## src/rtl/pd_pkg.sv

```systemverilog
// ---------------------------------------------------------------------------
// pd_pkg
// Shared definitions for the power-detect accumulator and its upstream
// sequencer. The accumulator and the controller both take their pipeline
// delays from here, so the write addresses and clear strobes always line up
// with the accumulator's internal stages.
//
// Contents:
//   pdState_t      - sequencer state (IDLE, ACC, DRAIN)
//   PD_*_DLY       - default delays, in cycles, measured from o_data
//   scratchAddr()  - all-ones RAM address reserved as a harmless write target
// ---------------------------------------------------------------------------
package pd_pkg;

    typedef enum logic [1:0] {
        IDLE  = 2'd0,
        ACC   = 2'd1,
        DRAIN = 2'd2
    } pdState_t;

    localparam int PD_LO_CLR_DLY = 3;
    localparam int PD_LO_WR_DLY  = 4;
    localparam int PD_HI_CLR_DLY = 5;
    localparam int PD_HI_WR_DLY  = 6;

    // The top word of the RAM is never a live subframe/antenna address, so
    // idle and gap cycles can safely point every RAM port at it.
    function automatic int unsigned scratchAddr(input int unsigned adnw);
        return (32'd1 << adnw) - 32'd1;
    endfunction

endpackage

```

## src/rtl/pd_acc_ctrl_if.sv

```systemverilog
// ---------------------------------------------------------------------------
// pd_acc_ctrl_if
// Bundles the sample stream, run control and accumulator-side RAM controls
// of pd_acc_ctrl.
//
// Signals:
//   i_start, i_pass_num      - run request and pass count
//   i_valid, i_data          - interleaved IQ sample stream {Q, I}
//   o_data                   - registered sample to the accumulator
//   lo_clr, hi_clr           - accumulator clear strobes (delayed)
//   lo_raddr, hi_raddr       - RAM read addresses (stage 0)
//   lo_waddr, hi_waddr       - RAM write addresses (delayed)
//   o_busy, o_done           - run status
//
// Modports:
//   slave  - the controller itself
//   master - whoever drives the stream and consumes the RAM controls
// ---------------------------------------------------------------------------
interface pd_acc_ctrl_if #(
    parameter int ADNW   = 7,
    parameter int PASS_W = 8
);

    logic              i_start;
    logic [PASS_W-1:0] i_pass_num;
    logic              i_valid;
    logic [31:0]       i_data;
    logic [31:0]       o_data;
    logic              lo_clr;
    logic              hi_clr;
    logic [ADNW-1:0]   lo_raddr;
    logic [ADNW-1:0]   lo_waddr;
    logic [ADNW-1:0]   hi_raddr;
    logic [ADNW-1:0]   hi_waddr;
    logic              o_busy;
    logic              o_done;

    modport slave (
        input  i_start, i_pass_num, i_valid, i_data,
        output o_data, lo_clr, hi_clr, lo_raddr, lo_waddr, hi_raddr, hi_waddr,
        output o_busy, o_done
    );

    modport master (
        output i_start, i_pass_num, i_valid, i_data,
        input  o_data, lo_clr, hi_clr, lo_raddr, lo_waddr, hi_raddr, hi_waddr,
        input  o_busy, o_done
    );

endinterface

```

## src/rtl/pd_dly_line.sv

```systemverilog
// ---------------------------------------------------------------------------
// pd_dly_line
// Resettable fixed-depth shift register. o_data is i_data delayed by exactly
// DEPTH clock cycles; every tap resets to RESET_VAL so nothing stale leaves
// the line after a reset.
//
// Ports:
//   clk     - clock
//   rst_n   - asynchronous active-low reset
//   i_data  - value entering the line
//   o_data  - value that entered DEPTH cycles ago
// ---------------------------------------------------------------------------
module pd_dly_line #(
    parameter int              WIDTH     = 1,
    parameter int              DEPTH     = 1,
    parameter logic [WIDTH-1:0] RESET_VAL = '0
) (
    input  logic             clk,
    input  logic             rst_n,
    input  logic [WIDTH-1:0] i_data,
    output logic [WIDTH-1:0] o_data
);

    logic [WIDTH-1:0] r_taps [DEPTH];

    // Shift every cycle; tap 0 holds the newest value.
    always_ff @(posedge clk or negedge rst_n) begin
        if (!rst_n) begin
            for (int i = 0; i < DEPTH; i++) begin
                r_taps[i] <= RESET_VAL;
            end
        end else begin
            r_taps[0] <= i_data;
            for (int i = 1; i < DEPTH; i++) begin
                r_taps[i] <= r_taps[i-1];
            end
        end
    end

    assign o_data = r_taps[DEPTH-1];

endmodule

```

## src/rtl/pd_acc_ctrl.sv

```systemverilog
// ---------------------------------------------------------------------------
// pd_acc_ctrl
// Upstream sequencer for the power-detect accumulator. Registers the
// antenna-interleaved IQ stream onto the accumulator input, generates the
// lo/hi RAM addresses and clear strobes (delayed to match the accumulator
// pipeline), counts passes over all subframe/antenna addresses and pulses
// o_done once the last hi-word write of the run has been issued.
//
// Ports:
//   clk    - clock
//   rst_n  - asynchronous active-low reset
//   bus    - pd_acc_ctrl_if.slave: stream in, RAM controls and status out
//
// ADNW and PASS_W must match the parameters of the connected interface, and
// SF_ADDR_NUM*ANT_NUM must be below 2^ADNW so the scratch word stays unused.
// ---------------------------------------------------------------------------
module pd_acc_ctrl #(
    parameter int ANT_NUM     = 4,
    parameter int SF_ADDR_NUM = 20,
    parameter int ADNW        = 7,
    parameter int PASS_W      = 8,
    parameter int LO_CLR_DLY  = pd_pkg::PD_LO_CLR_DLY,
    parameter int LO_WR_DLY   = pd_pkg::PD_LO_WR_DLY,
    parameter int HI_CLR_DLY  = pd_pkg::PD_HI_CLR_DLY,
    parameter int HI_WR_DLY   = pd_pkg::PD_HI_WR_DLY
) (
    input  logic         clk,
    input  logic         rst_n,
    pd_acc_ctrl_if.slave bus
);

    import pd_pkg::*;

    localparam int ANT_W = (ANT_NUM > 1) ? $clog2(ANT_NUM) : 1;
    localparam int SF_W  = (SF_ADDR_NUM > 1) ? $clog2(SF_ADDR_NUM) : 1;
    localparam int DRN_W = $clog2(HI_WR_DLY + 1);

    localparam logic [ADNW-1:0]  SCR        = ADNW'(scratchAddr(ADNW));
    localparam logic [ANT_W-1:0] ANT_LAST   = ANT_W'(ANT_NUM - 1);
    localparam logic [SF_W-1:0]  SF_LAST    = SF_W'(SF_ADDR_NUM - 1);
    localparam logic [ADNW-1:0]  ANT_STEP   = ADNW'(ANT_NUM);
    localparam logic [DRN_W-1:0] DRAIN_LAST = DRN_W'(HI_WR_DLY - 1);

    pdState_t          r_state;
    logic [ANT_W-1:0]  r_antIdx;
    logic [SF_W-1:0]   r_sfIdx;
    logic [ADNW-1:0]   r_base;
    logic [PASS_W-1:0] r_passIdx;
    logic [PASS_W-1:0] r_lastPass;
    logic [DRN_W-1:0]  r_drainCnt;
    logic              r_busy;
    logic              r_done;

    logic [31:0]       r_data;
    logic [ADNW-1:0]   r_addr;
    logic              r_clr;

    logic [ADNW-1:0]   w_addr;
    logic              w_clr;
    logic              w_accept;
    logic              w_loClr;
    logic              w_hiClr;
    logic [ADNW-1:0]   w_loWaddr;
    logic [ADNW-1:0]   w_hiWaddr;

    // r_base tracks sf_idx*ANT_NUM incrementally, so no multiplier is needed.
    assign w_addr   = r_base + ADNW'(r_antIdx);
    assign w_clr    = (r_passIdx == '0);
    assign w_accept = (r_state == ACC) && bus.i_valid;

    // Run sequencer: pass/address counters, drain timer and status flags.
    // A start seen while o_done is high is dropped so that back-to-back runs
    // are always separated by at least one idle cycle.
    always_ff @(posedge clk or negedge rst_n) begin
        if (!rst_n) begin
            r_state    <= IDLE;
            r_antIdx   <= '0;
            r_sfIdx    <= '0;
            r_base     <= '0;
            r_passIdx  <= '0;
            r_lastPass <= '0;
            r_drainCnt <= '0;
            r_busy     <= 1'b0;
            r_done     <= 1'b0;
        end else begin
            r_done <= 1'b0;
            unique case (r_state)
                IDLE: begin
                    if (bus.i_start && !r_done) begin
                        r_state    <= ACC;
                        r_busy     <= 1'b1;
                        r_antIdx   <= '0;
                        r_sfIdx    <= '0;
                        r_base     <= '0;
                        r_passIdx  <= '0;
                        // A pass count of zero still runs one pass.
                        r_lastPass <= (bus.i_pass_num == '0) ? '0
                                                              : bus.i_pass_num - PASS_W'(1);
                    end
                end
                ACC: begin
                    if (bus.i_valid) begin
                        if (r_antIdx == ANT_LAST) begin
                            r_antIdx <= '0;
                            if (r_sfIdx == SF_LAST) begin
                                r_sfIdx <= '0;
                                r_base  <= '0;
                                if (r_passIdx == r_lastPass) begin
                                    r_state    <= DRAIN;
                                    r_drainCnt <= '0;
                                end else begin
                                    r_passIdx <= r_passIdx + PASS_W'(1);
                                end
                            end else begin
                                r_sfIdx <= r_sfIdx + SF_W'(1);
                                r_base  <= r_base + ANT_STEP;
                            end
                        end else begin
                            r_antIdx <= r_antIdx + ANT_W'(1);
                        end
                    end
                end
                DRAIN: begin
                    // Wait until the last sample's hi write address has left
                    // the delay line, then report completion.
                    if (r_drainCnt == DRAIN_LAST) begin
                        r_state <= IDLE;
                        r_busy  <= 1'b0;
                        r_done  <= 1'b1;
                    end else begin
                        r_drainCnt <= r_drainCnt + DRN_W'(1);
                    end
                end
                default: begin
                    r_state <= IDLE;
                    r_busy  <= 1'b0;
                end
            endcase
        end
    end

    // Stage 0: live samples carry their address and clear flag; every other
    // cycle points at the scratch word with clear set, so gaps never touch
    // a live accumulator entry.
    always_ff @(posedge clk or negedge rst_n) begin
        if (!rst_n) begin
            r_data <= '0;
            r_addr <= SCR;
            r_clr  <= 1'b1;
        end else if (w_accept) begin
            r_data <= bus.i_data;
            r_addr <= w_addr;
            r_clr  <= w_clr;
        end else begin
            r_data <= '0;
            r_addr <= SCR;
            r_clr  <= 1'b1;
        end
    end

    pd_dly_line #(.WIDTH(1), .DEPTH(LO_CLR_DLY), .RESET_VAL(1'b1)) u_loClrDly (
        .clk    (clk),
        .rst_n  (rst_n),
        .i_data (r_clr),
        .o_data (w_loClr)
    );

    pd_dly_line #(.WIDTH(ADNW), .DEPTH(LO_WR_DLY), .RESET_VAL(SCR)) u_loWaddrDly (
        .clk    (clk),
        .rst_n  (rst_n),
        .i_data (r_addr),
        .o_data (w_loWaddr)
    );

    pd_dly_line #(.WIDTH(1), .DEPTH(HI_CLR_DLY), .RESET_VAL(1'b1)) u_hiClrDly (
        .clk    (clk),
        .rst_n  (rst_n),
        .i_data (r_clr),
        .o_data (w_hiClr)
    );

    pd_dly_line #(.WIDTH(ADNW), .DEPTH(HI_WR_DLY), .RESET_VAL(SCR)) u_hiWaddrDly (
        .clk    (clk),
        .rst_n  (rst_n),
        .i_data (r_addr),
        .o_data (w_hiWaddr)
    );

    assign bus.o_data   = r_data;
    assign bus.lo_raddr = r_addr;
    assign bus.hi_raddr = r_addr;
    assign bus.lo_clr   = w_loClr;
    assign bus.hi_clr   = w_hiClr;
    assign bus.lo_waddr = w_loWaddr;
    assign bus.hi_waddr = w_hiWaddr;
    assign bus.o_busy   = r_busy;
    assign bus.o_done   = r_done;

endmodule

```

## src/flat_wrapper.sv

```systemverilog
// flat-port wrapper written by rule: the top's interface ports become plain ports
module pd_acc_ctrl_flat import pd_pkg::*;
#(
    parameter int ANT_NUM     = 4,
    parameter int SF_ADDR_NUM = 20,
    parameter int ADNW        = 7,
    parameter int PASS_W      = 8,
    parameter int LO_CLR_DLY  = pd_pkg::PD_LO_CLR_DLY,
    parameter int LO_WR_DLY   = pd_pkg::PD_LO_WR_DLY,
    parameter int HI_CLR_DLY  = pd_pkg::PD_HI_CLR_DLY,
    parameter int HI_WR_DLY   = pd_pkg::PD_HI_WR_DLY
)
  (clk, rst_n, bus_i_start, bus_i_pass_num, bus_i_valid, bus_i_data, bus_o_data, bus_lo_clr, bus_hi_clr, bus_lo_raddr, bus_lo_waddr, bus_hi_raddr, bus_hi_waddr, bus_o_busy, bus_o_done);
  pd_acc_ctrl_if #(.ADNW(ADNW), .PASS_W(PASS_W)) bus_i ();
  input  logic clk;
  input  logic rst_n;
  input wire logic [$bits(bus_i.i_start)-1:0] bus_i_start;
  input wire logic [$bits(bus_i.i_pass_num)-1:0] bus_i_pass_num;
  input wire logic [$bits(bus_i.i_valid)-1:0] bus_i_valid;
  input wire logic [$bits(bus_i.i_data)-1:0] bus_i_data;
  output wire logic [$bits(bus_i.o_data)-1:0] bus_o_data;
  output wire logic [$bits(bus_i.lo_clr)-1:0] bus_lo_clr;
  output wire logic [$bits(bus_i.hi_clr)-1:0] bus_hi_clr;
  output wire logic [$bits(bus_i.lo_raddr)-1:0] bus_lo_raddr;
  output wire logic [$bits(bus_i.lo_waddr)-1:0] bus_lo_waddr;
  output wire logic [$bits(bus_i.hi_raddr)-1:0] bus_hi_raddr;
  output wire logic [$bits(bus_i.hi_waddr)-1:0] bus_hi_waddr;
  output wire logic [$bits(bus_i.o_busy)-1:0] bus_o_busy;
  output wire logic [$bits(bus_i.o_done)-1:0] bus_o_done;
  assign bus_i.i_start = bus_i_start;
  assign bus_i.i_pass_num = bus_i_pass_num;
  assign bus_i.i_valid = bus_i_valid;
  assign bus_i.i_data = bus_i_data;
  assign bus_o_data = bus_i.o_data;
  assign bus_lo_clr = bus_i.lo_clr;
  assign bus_hi_clr = bus_i.hi_clr;
  assign bus_lo_raddr = bus_i.lo_raddr;
  assign bus_lo_waddr = bus_i.lo_waddr;
  assign bus_hi_raddr = bus_i.hi_raddr;
  assign bus_hi_waddr = bus_i.hi_waddr;
  assign bus_o_busy = bus_i.o_busy;
  assign bus_o_done = bus_i.o_done;
  pd_acc_ctrl #(.ANT_NUM(ANT_NUM), .SF_ADDR_NUM(SF_ADDR_NUM), .ADNW(ADNW), .PASS_W(PASS_W), .LO_CLR_DLY(LO_CLR_DLY), .LO_WR_DLY(LO_WR_DLY), .HI_CLR_DLY(HI_CLR_DLY), .HI_WR_DLY(HI_WR_DLY)) u_core (.clk(clk), .rst_n(rst_n), .bus(bus_i));
endmodule
```

## config.mk

```make
export PLATFORM = sky130hd
export DESIGN_NAME = pd_acc_ctrl_flat
export DESIGN_NICKNAME = d
export VERILOG_FILES = /design/src/rtl/pd_pkg.sv /design/src/rtl/pd_acc_ctrl_if.sv /design/src/rtl/pd_dly_line.sv /design/src/rtl/pd_acc_ctrl.sv /design/src/flat_wrapper.sv
export SDC_FILE = /design/constraint.sdc
export NUM_CORES = 1
export LEC_CHECK = 0
export ABC_AREA = 1
export BUFFER_PORTS_ARGS = -buffer_cell sky130_fd_sc_hd__buf_2
export CORE_MARGIN = 2
export CORE_UTILIZATION = 29
export CTS_CLUSTER_SIZE = 16
export DETAILED_ROUTE_END_ITERATION = 10
export GPL_ROUTABILITY_DRIVEN = 1
export PLACE_DENSITY = 0.59
export SLEW_MARGIN = 30
export SYNTH_ARGS = -nofsm -noshare
export SYNTH_HDL_FRONTEND = slang
export SYNTH_SLANG_ARGS = --single-unit
```

## constraint.sdc

```tcl
create_clock -name clk -period 2.9 [get_ports clk]
set_clock_uncertainty 0.1 [all_clocks]
set_input_delay 0.145 -clock clk [delete_from_list [all_inputs] [get_ports clk]]
set_output_delay 0.145 -clock clk [all_outputs]
set_load 0.1 [all_outputs]
```

## After elaboration in Yosys (flattened, before gate mapping)

Index checks and enable logic that the tools add are counted.
Widths: inputs -> output; s select.

| storage, ports and cells | value |
|---|---|
| output and inout port bits | 64 |
| bits of input ports | 44 |
| register bits after elaboration | 124 |

| cells by class | value |
|---|---|
| bitwise operators | 1 |
| reduce and logical (&&, ||, !) cells | 15 |
| eq/ne operators | 14 |
| add/sub/neg operators | 7 |
| muxes and demuxes | 42 |

Operators by type and width:

| cell | count |
|---|---|
| $mux 8 | 6 |
| $mux 7 | 5 |
| $mux 32 | 1 |
| $mux 5 | 4 |
| $mux 2 | 9 |
| $reduce_and 6->1 | 3 |
| $logic_not 8->1 | 2 |
| $pmux 8 s2 | 1 |
| $mux 3 | 5 |
| $pmux 7 s2 | 1 |
| $ne 2x2->1 const B | 6 |
| $pmux 5 s2 | 1 |
| $add 8x1->8 const B | 1 |
| $eq 8x8->1 | 1 |
| $sub 8x1->8 const B | 1 |
| $add 7x2->7 | 1 |
| $add 7x3->7 const B | 1 |
| $pmux 2 s3 | 1 |
| $pmux 3 s2 | 1 |
| $reduce_and 3->1 | 2 |
| $add 5x1->5 const B | 1 |
| $eq 5x5->1 const B | 1 |
| $mux 1 | 5 |
| $eq 2x2->1 const B | 2 |
| 14 further kinds | 17 |

## Longest topological paths before layout

Gate-level depths: netlist (run 1).

| depth | value |
|---|---|
| depth in word-level cells | 6 |
| depth in mapped cells | 10 |
| depth with buffers taken out | 10 |

## Cells and area by module

A second synthesis (run 1) with hierarchy kept.

| second synthesis, totals | value |
|---|---|
| cells, all modules | 497 |
| area, all modules | 5,696.7 um^2 |

By module, submodules not included:

| module | times used | cells each | area an instance (um^2) |
|---|---|---|---|
| pd_acc_ctrl | 1 | 405 | 3,542.1 |
| pd_dly_line (u_core.u_hiWaddrDly) | 1 | 49 | 1,156.1 |
| pd_dly_line (u_core.u_loWaddrDly) | 1 | 35 | 788.3 |
| pd_dly_line (u_core.u_hiClrDly) | 1 | 5 | 131.4 |
| pd_dly_line (u_core.u_loClrDly) | 1 | 3 | 78.8 |

## Worst setup path before layout (run 1)

OpenSTA, ideal clock, no wires.

| timing path | value |
|---|---|
| path type | reg2reg |
| from | register u_core.r_done (netlist: u_core.bus.o_done) |
| to | register u_core.r_sfIdx[2] |
| library setup time | 0.125 ns |
| stages on the path, launching flop included | 9 |
| setup slack | 0.918 ns |
| path buffers | 1 |
| arrival time | 1.757 ns |
| cells stage by stage | dfrtp_1 nor2_1 nand2_2 nand2_4 nand2_4 buf_6 nor2_1 o21ai_0 a21oi_1 |

| on the way | value |
|---|---|
| word-level cells in the longest chain between the ends | 4 |

Ends and longest elaborated chain:

| what | RTL line | RTL |
|---|---|---|
| from (decl) | pd_acc_ctrl.sv:52 | `logic r_done;` |
| from (signal assigned) | pd_acc_ctrl.sv:84 | `r_done <= 1'b0;` |
| from (signal assigned) | pd_acc_ctrl.sv:86 | `r_done <= 1'b0;` |
| from (signal assigned) | pd_acc_ctrl.sv:129 | `r_done <= 1'b1;` |
| $logic_not 1->1 | pd_acc_ctrl.sv:89 | `if (bus.i_start && !r_done) begin` |
| $logic_and 1x1->1 | pd_acc_ctrl.sv:89 |  |
| $ne 2x1->1 (no source line) | -- |  |
| $reduce_and 4->1 (no source line) | -- |  |
| to (signal assigned) | pd_acc_ctrl.sv:115 | `r_sfIdx <= r_sfIdx + SF_W'(1);` |
| to (decl) | pd_acc_ctrl.sv:46 | `logic [SF_W-1:0] r_sfIdx;` |

Every way passes these cells.
A chain may end at the register's enable or synchronous reset.

## Final worst setup path (run 1)

| timing path | value |
|---|---|
| from | register u_core.r_state[1] |
| to | register u_core.r_passIdx[1] |

| on the way | value |
|---|---|
| word-level cells in the longest chain between the ends | 3 |

Ends and longest elaborated chain:

| what | RTL line | RTL |
|---|---|---|
| from (decl) | pd_acc_ctrl.sv:44 | `pdState_t r_state;` |
| from (signal assigned) | pd_acc_ctrl.sv:76 | `r_state <= IDLE;` |
| from (signal assigned) | pd_acc_ctrl.sv:90 | `r_state <= ACC;` |
| from (signal assigned) | pd_acc_ctrl.sv:109 | `r_state <= DRAIN;` |
| $eq 2x1->1 / $logic_not 2->1 (equally long branches) | pd_acc_ctrl.sv:87 | `unique case (r_state)` |
| $ne 2x2->1 (no source line), or another cell as far along | -- |  |
| $reduce_and 6->1 (no source line) | -- |  |
| to (signal assigned) | pd_acc_ctrl.sv:112 | `r_passIdx <= r_passIdx + PASS_W'(1);` |
| to (decl) | pd_acc_ctrl.sv:48 | `logic [PASS_W-1:0] r_passIdx;` |

Several ways; a longest one is shown, not always the timed one.

==> summary.txt, run 1 <==
Route
  • Initial DRC count: 130
  • Antenna viol nets, final: 0
  • DRT Pass-1 Iters: 4
  • Drt drc: 0
  • Via count: 3315
  • Routed length per instance: 10.9 µm
  • Vias per inst: 3.98
  • Drt total wl: 9090 µm

Setup path
  • Worst EP arrival: 2.20 ns
  • CP required: approximately 3.2 ns
  • FF-to-FF path depth: 9
  • CP Class: reg -> reg
  • Critical path startpoint category: register
  • CP endpoint kind: register
  • Worst-path maximum fanout: 37

Finish
  • Design area: 6460 µm²
  • Share of cells above drive strength 1: 0.341
  • Synth-to-Final Area Change: 33.8%
  • Layout net count: ~650
  • Layout Utilization: 0.394
  • # diodes: 0

Synthesis
  • Post-Synthesis Cell Area: 4830 µm²
  • Yosys reg bits: between 100 and 150
  • Main synth FF type: dfrtp_1
  • Async set-reset flop share out of synthesis: 1.00
  • EDFF count, synth: 0
  • Synth warn: 0
  • Syn_nets: 514
  • Avg Inst Size Synth: between 10 and 15 µm²
  • Register area share after synthesis: 0.647
  • Number of distinct library cells after synthesis: 32
  • Cells after synthesis: 460

STA
  • Worst hold slack: 0.0352 ns
  • Setup_tns: 0 ns
  • Slew @ Worst Pin: a little under 0.9 ns
  • Tmin final: 1.95 ns
  • RSZ-0062 raised after global routing: no
  • F_max: ~500 MHz
  • Final period utilization: 0.673
  • Hold Fails Final Rpt: 0
  • Max Slew Vio Count: 0
  • # setup viols final: 0
  • Max-slew headroom: 0.423

Outcome
  • Status: finished, final reports clean

Pwr
  • PwrDens: 920 nW/µm²
  • Leakage: ~3.3 nW
  • Peak VDD IR: approximately 0.49 mV

Global route
  • Pin count of the biggest net entering global routing: 69
  • Vias in the first global route: roughly 3.4k
  • GRT Total Usage: 0.111
  • Met2 GRT Util: 0.177
  • Total gr overflow: 0
  • Initial antenna violation count: 0
  • Met1 usage: 0.131
  • GRT met3 Usage: 0.0391
  • Grt peak-use layer: met2
  • First-pass GRT wire length: 15500 µm

CTS
  • CTS root buf: clkbuf_16
  • Clock tree buffer depth: 2
  • H-tree depth: 4
  • Clk_lat worst skew: 0.41 ns
  • CTS Sinks: 122
  • CTS Buf Count: 17
  • Clock slew at reported path FFs: 0.06 ns
  • CTS tree: built

Placed design
  • Number of port buffers: 107
  • Post-DP HPWL: 6090 µm
  • Cell Area, Placed: 5480 µm²
  • GP Congestion: 0.774

Die
  • Die Span Y: 133 µm
  • Initial Util: 0.294
  • FP Rows: 47
  • Die Wd: 133 µm
  • Die area: 17700 µm²
  • Core Region: approximately 16000 µm²
  • # IOs: about 110

Job
  • Max-cap viol count: 0

Min path
  • Worst hold stages: 3
  • Hold Crit Class: in -> reg
[cell families (layout without fill, tap and decap cells)]
logic type / count (synthesis) / after routing / synth area share
and+or+nand+nor: 173 / 173 / 0.162
adders and majority gates: 10 / 10 / 0.0259
xor gates and xnor gates: 16 / 16 / 0.0290
AOI/OAI and AO/OA: 28 / 28 / 0.0319
other: 1 / 1 / 0.000777
buffers and inverters: 110 / 263 / 0.104
DFF: 122 / 122 / 0.647
[path summary, 6_finish.rpt]
kind | slack, ns | endpoint | from
max in group asynchronous | 1.64 | u_core.u_hiWaddrDly.o_data[5] | rst_n
min | 0.04 | u_core.r_state[0] | bus_i_valid
min in group asynchronous | 0.29 | u_core.bus.o_data[23] | rst_n
max reg2reg | 0.95 | u_core.r_passIdx[1] | u_core.r_state[1]
max | 0.95 | u_core.r_passIdx[1] | u_core.r_state[1]
min reg2reg | 0.25 | u_core.u_loClrDly.r_taps[1] | u_core.u_loClrDly.r_taps[2]
[final cells by class]
class / count / area, µm²
fill: 1576 / 9950
timing repair buffer: 148 / 956
clock buffer: 18 / 429
clock inverter: 14 / 161
multi-input combinational: 228 / 1200
sequential: 122 / 3120
tap: 220 / 275
inverter: 83 / 312
[metrics by stage]
stage / setup slack (ns) / cells / total power [W]
after floorplan: 0.918 / 460 / 0.00369
after global placement: 1.02 / 762 / 0.00384
after detailed placement: 0.926 / 762 / 0.00387
after CTS: 0.913 / 833 / 0.00602
after global routing: 0.727 / 833 / 0.00621
final: 0.948 / 833 / 0.00594
[timing repair]
action                    4_1_cts  5_1_grt
hold buffers                   39        0
gates resized for setup         0        0
buffers inserted                0        0
hold endpoints to repair       85        0
[registers in the layout, indices dropped and copies added, names as in the netlist]
register,count
u_core.r_sfIdx,5
u_core.r_antIdx,2
u_core.bus.o_done,1
u_core.r_state,2
u_core.u_loWaddrDly.o_data,7
u_core.u_hiClrDly.r_taps,1
u_core.u_hiWaddrDly.r_taps,7
u_core.bus.o_busy,1
u_core.u_loClrDly.r_taps,2
u_core.r_base,5
u_core.r_clr,1
u_core.bus.o_data,32
u_core.r_passIdx,8
u_core.u_hiClrDly.o_data,1
u_core.bus.hi_raddr,7
u_core.r_drainCnt,3
u_core.u_hiWaddrDly.o_data,7
u_core.r_lastPass,8
u_core.u_loClrDly.o_data,1
u_core.u_loWaddrDly.r_taps,21
[cell usage after synthesis, types with 2 or more instances]
cell,n,share of area
a21oi_1,6,0.0062
buf_4,21,0.033
clkbuf_1,3,0.0023
dfrtp_1,67,0.35
dfstp_2,55,0.30
ha_1,10,0.026
inv_1,81,0.063
inv_2,2,0.0016
nand2_1,81,0.063
nand2_4,3,0.0070
nand3_1,21,0.022
nand4_1,5,0.0065
nor2_1,48,0.037
nor2_8,2,0.0083
nor3_1,6,0.0062
o21ai_0,14,0.015
o22ai_1,5,0.0065
or2_2,2,0.0026
xnor2_1,5,0.0091
xor2_1,11,0.020
[layer usage]
metal  routed length [µm]  part of all wire
met4                  206             0.023
met5                    0                 0
met1                 4070              0.45
met3                  510             0.056
met2                 4310              0.47
[report_power, final]
part	internal (W)	switching (W)	total [W]
Sequential	0.00214	0.000148	0.00229
Clock	0.00128	0.000783	0.00207
Combinational	0.000271	0.00132	0.00159
Total	0.00370	0.00225	0.00594
[layout by cell type, fill, tap and decap left out, types with 2 or more instances in the layout]
cell,instances
nor2_1,48
inv_6,5
a21oi_1,6
buf_4,2
o21ai_0,14
nand4_1,5
clkbuf_16,17
bufinv_16,2
or2_2,2
nor2_8,2
nand3_1,21
dfstp_2,55
nor3_1,6
dfrtp_1,67
xnor2_1,5
o22ai_1,5
ha_1,10
nand2_4,3
nand2_1,81
inv_2,2
xor2_1,11
clkinvlp_4,2
clkinv_4,3
dlygate4sd3_1,39
inv_1,81
buf_2,106
[worst max-delay path: stages, from the launching register on]
cell and delay [ns]:
dfrtp_1 0.47, nor2_8 0.20, nand2_4 0.25, nand2_4 0.19, nand2_4 0.12, nor2_8 0.14
inv_2 0.07, nor2_4 0.19, nand2_1 0.08, nand2_1 0.08
(Power assumes the default switching activity.)
==> run 2: changes to the inputs <==
--- a/config.mk
+++ b/config.mk
@@ -12,7 +12,7 @@
 export CTS_CLUSTER_SIZE = 16
 export DETAILED_ROUTE_END_ITERATION = 10
 export GPL_ROUTABILITY_DRIVEN = 1
-export PLACE_DENSITY = 0.59
+export PLACE_DENSITY = 0.61
 export SLEW_MARGIN = 30
 export SYNTH_ARGS = -nofsm -noshare
 export SYNTH_HDL_FRONTEND = slang
==> constraint.sdc (replaced) <==
create_clock -name clk -period 1.75 [get_ports clk]
set_clock_uncertainty 0.1 [all_clocks]
set_input_delay 0.0875 -clock clk [delete_from_list [all_inputs] [get_ports clk]]
set_output_delay 0.0875 -clock clk [all_outputs]
set_load 0.1 [all_outputs]
==> summary.txt, run 2 (synthesis results as in run 1) <==
Placed design
  • Cell Area, Placed: around 5500 µm²
  • Number of port buffers: 107
  • GP Congestion: between 0.8 and 0.9
  • Post-DP HPWL: 6280 µm

Setup path
  • CP endpoint kind: register
  • CP Class: in -> reg
  • Worst EP arrival: roughly 1.9 ns
  • FF-to-FF Start: u_core.r_state[0]
  • FF-to-FF path depth: 10
  • Worst-path maximum fanout: 4
  • Reg2reg setup slack: roughly 0.12 ns
  • Critical R2R Capture: u_core.r_passIdx[3]
  • CP required: 1.95 ns
  • Critical path startpoint category: input pin

CTS
  • H-tree depth: 4
  • Clock slew at reported path FFs: 0.06 ns
  • CTS Buf Count: 17
  • CTS root buf: clkbuf_16
  • Clock tree buffer depth: 2
  • CTS Sinks: 122
  • Clk_lat worst skew: approximately 0.42 ns
  • CTS tree: built

Finish
  • Commonest non-fill, non-tap cell in the layout: buf_2
  • Share of cells above drive strength 1: 0.373
  • Largest register FFs: 32
  • Design area: 6710 µm²
  • # diodes: 0
  • Layout net count: 674
  • Most frequent cells in the layout: buf_2, inv_1, nand2_1
  • Fillers: around 1.5k
  • Layout Utilization: 0.409
  • Synth-to-Final Area Change: 38.9%

Pwr
  • Peak VDD IR: 0.866 mV
  • Design Power: approximately 0.010 W
  • Leakage: 3.45 nW
  • PwrDens: 1490 nW/µm²

Global route
  • Initial antenna violation count: 0
  • First-pass GRT wire length: 15900 µm
  • Pin count of the biggest net entering global routing: 45
  • Vias in the first global route: approximately 3.4k
  • GRT Total Usage: 0.116
  • Total gr overflow: 0

Die
  • Die Span Y: 133 µm
  • Core Region: 16400 µm²
  • Die area: ~18000 µm²
  • FP Rows: 47
  • Initial Util: 0.294
  • Die Wd: 133 µm
  • # IOs: approximately 110

Min path
  • Hold Crit Class: in -> async

STA
  • # setup viols final: 0
  • Final period utilization: 0.967
  • Max-slew headroom: 0.658
  • F_max: 591 MHz
  • Hold Fails Final Rpt: 0
  • Worst hold slack: 0.0365 ns
  • Slew @ Worst Pin: just over 0.5 ns
  • Max Slew Vio Count: 0
  • Tmin final: 1.69 ns

Route
  • Drt total wl: 9510 µm
  • Drt drc: 0
  • Antenna viol nets, final: 0
  • Initial DRC count: approximately 190
  • Vias per inst: 3.94
  • Via count: 3359
  • DRT Pass-1 Iters: 4
  • Routed length per instance: around 11 µm

Job
  • Max-cap viol count: 0

Outcome
  • Status: finished, final reports clean
run 2: cell count changes in the layout (fill, tap and decap cells not counted), moves of 3 or more:
cell / previous run / this run
nor2_1: 48 / 45
buf_4: 2 / 16
nor2_2: 1 / 4
dlygate4sd3_1: 39 / 44
inv_8: 1 / 4
nand2_1: 81 / 78
nand2_2: 1 / 4
run 2: stage by stage:
stage	std cells	setup slack, ns	setup TNS, ns
after CTS	845	0.0491	0
final	853	0.0576	0
after global routing	853	-0.0349	-0.136
after detailed placement	769	0.0528	0
after global placement	769	0.108	0
after floorplan	460	0.0342	0
run 2: worst max-delay path by stage:
stage | from | endpoint | slack (ns) | cells past startpoint
after global placement | u_core.r_state[1] | u_core.r_passIdx[7] | 0.11 | 9
final | bus_i_pass_num[2] | u_core.r_lastPass[7] | 0.06 | 9
after floorplan | u_core.bus.o_done | u_core.r_sfIdx[3] | 0.03 | 8
after global routing | u_core.r_state[0] | u_core.r_passIdx[0] | -0.03 | 10
after CTS | u_core.r_state[1] | u_core.r_passIdx[3] | 0.05 | 9
after detailed placement | u_core.r_state[1] | u_core.r_passIdx[2] | 0.05 | 9
run 2: cell type report:
| type | count | area (µm²) | area share |
|---|---|---|---|
| timing repair buffer | 168 | 1130 | 0.169 |
| inverter | 83 | 314 | 0.0468 |
| tap | 220 | 275 | 0.0410 |
| clock inverter | 13 | 141 | 0.0211 |
| multi-input combinational | 228 | 1240 | 0.186 |
| sequential | 122 | 3120 | 0.466 |
| clock buffer | 19 | 475 | 0.0709 |
run 2: what timing repair did:
action,in CTS,in global routing
endpoints found under the hold margin,130,0
setup endpoints to repair,0,12
resized for setup,0,13
setup buffers,0,8
hold buffers,44,0
run 2: report_power, final:
part           total (W)  switching, W  internal, W  leakage (nW)
Combinational    0.00266       0.00218     0.000482          1.72
Clock            0.00357       0.00138      0.00218         0.307
Sequential       0.00378      0.000234      0.00355          1.41
Total             0.0100       0.00380      0.00621          3.45
run 2: worst max-delay path, cell delays in order:
cell	delay [ns]
dlygate4sd3_1	0.54
buf_2	0.15
nor2_2	0.07
nand2_1	0.08
nor2_2	0.16
nand3_2	0.08
nor2_1	0.09
dlygate4sd3_1	0.56
o22ai_1	0.07
run 2: routing by layer:
metal | up-vias | global-route usage | share of wire
li1 | 1702 | - | -
met1 | 1533 | 0.134 | 0.44
met2 | 109 | 0.191 | 0.46
met3 | 15 | 0.0456 | 0.074
met4 | 0 | 0.0520 | 0.019
met5 | - | 0 | 0
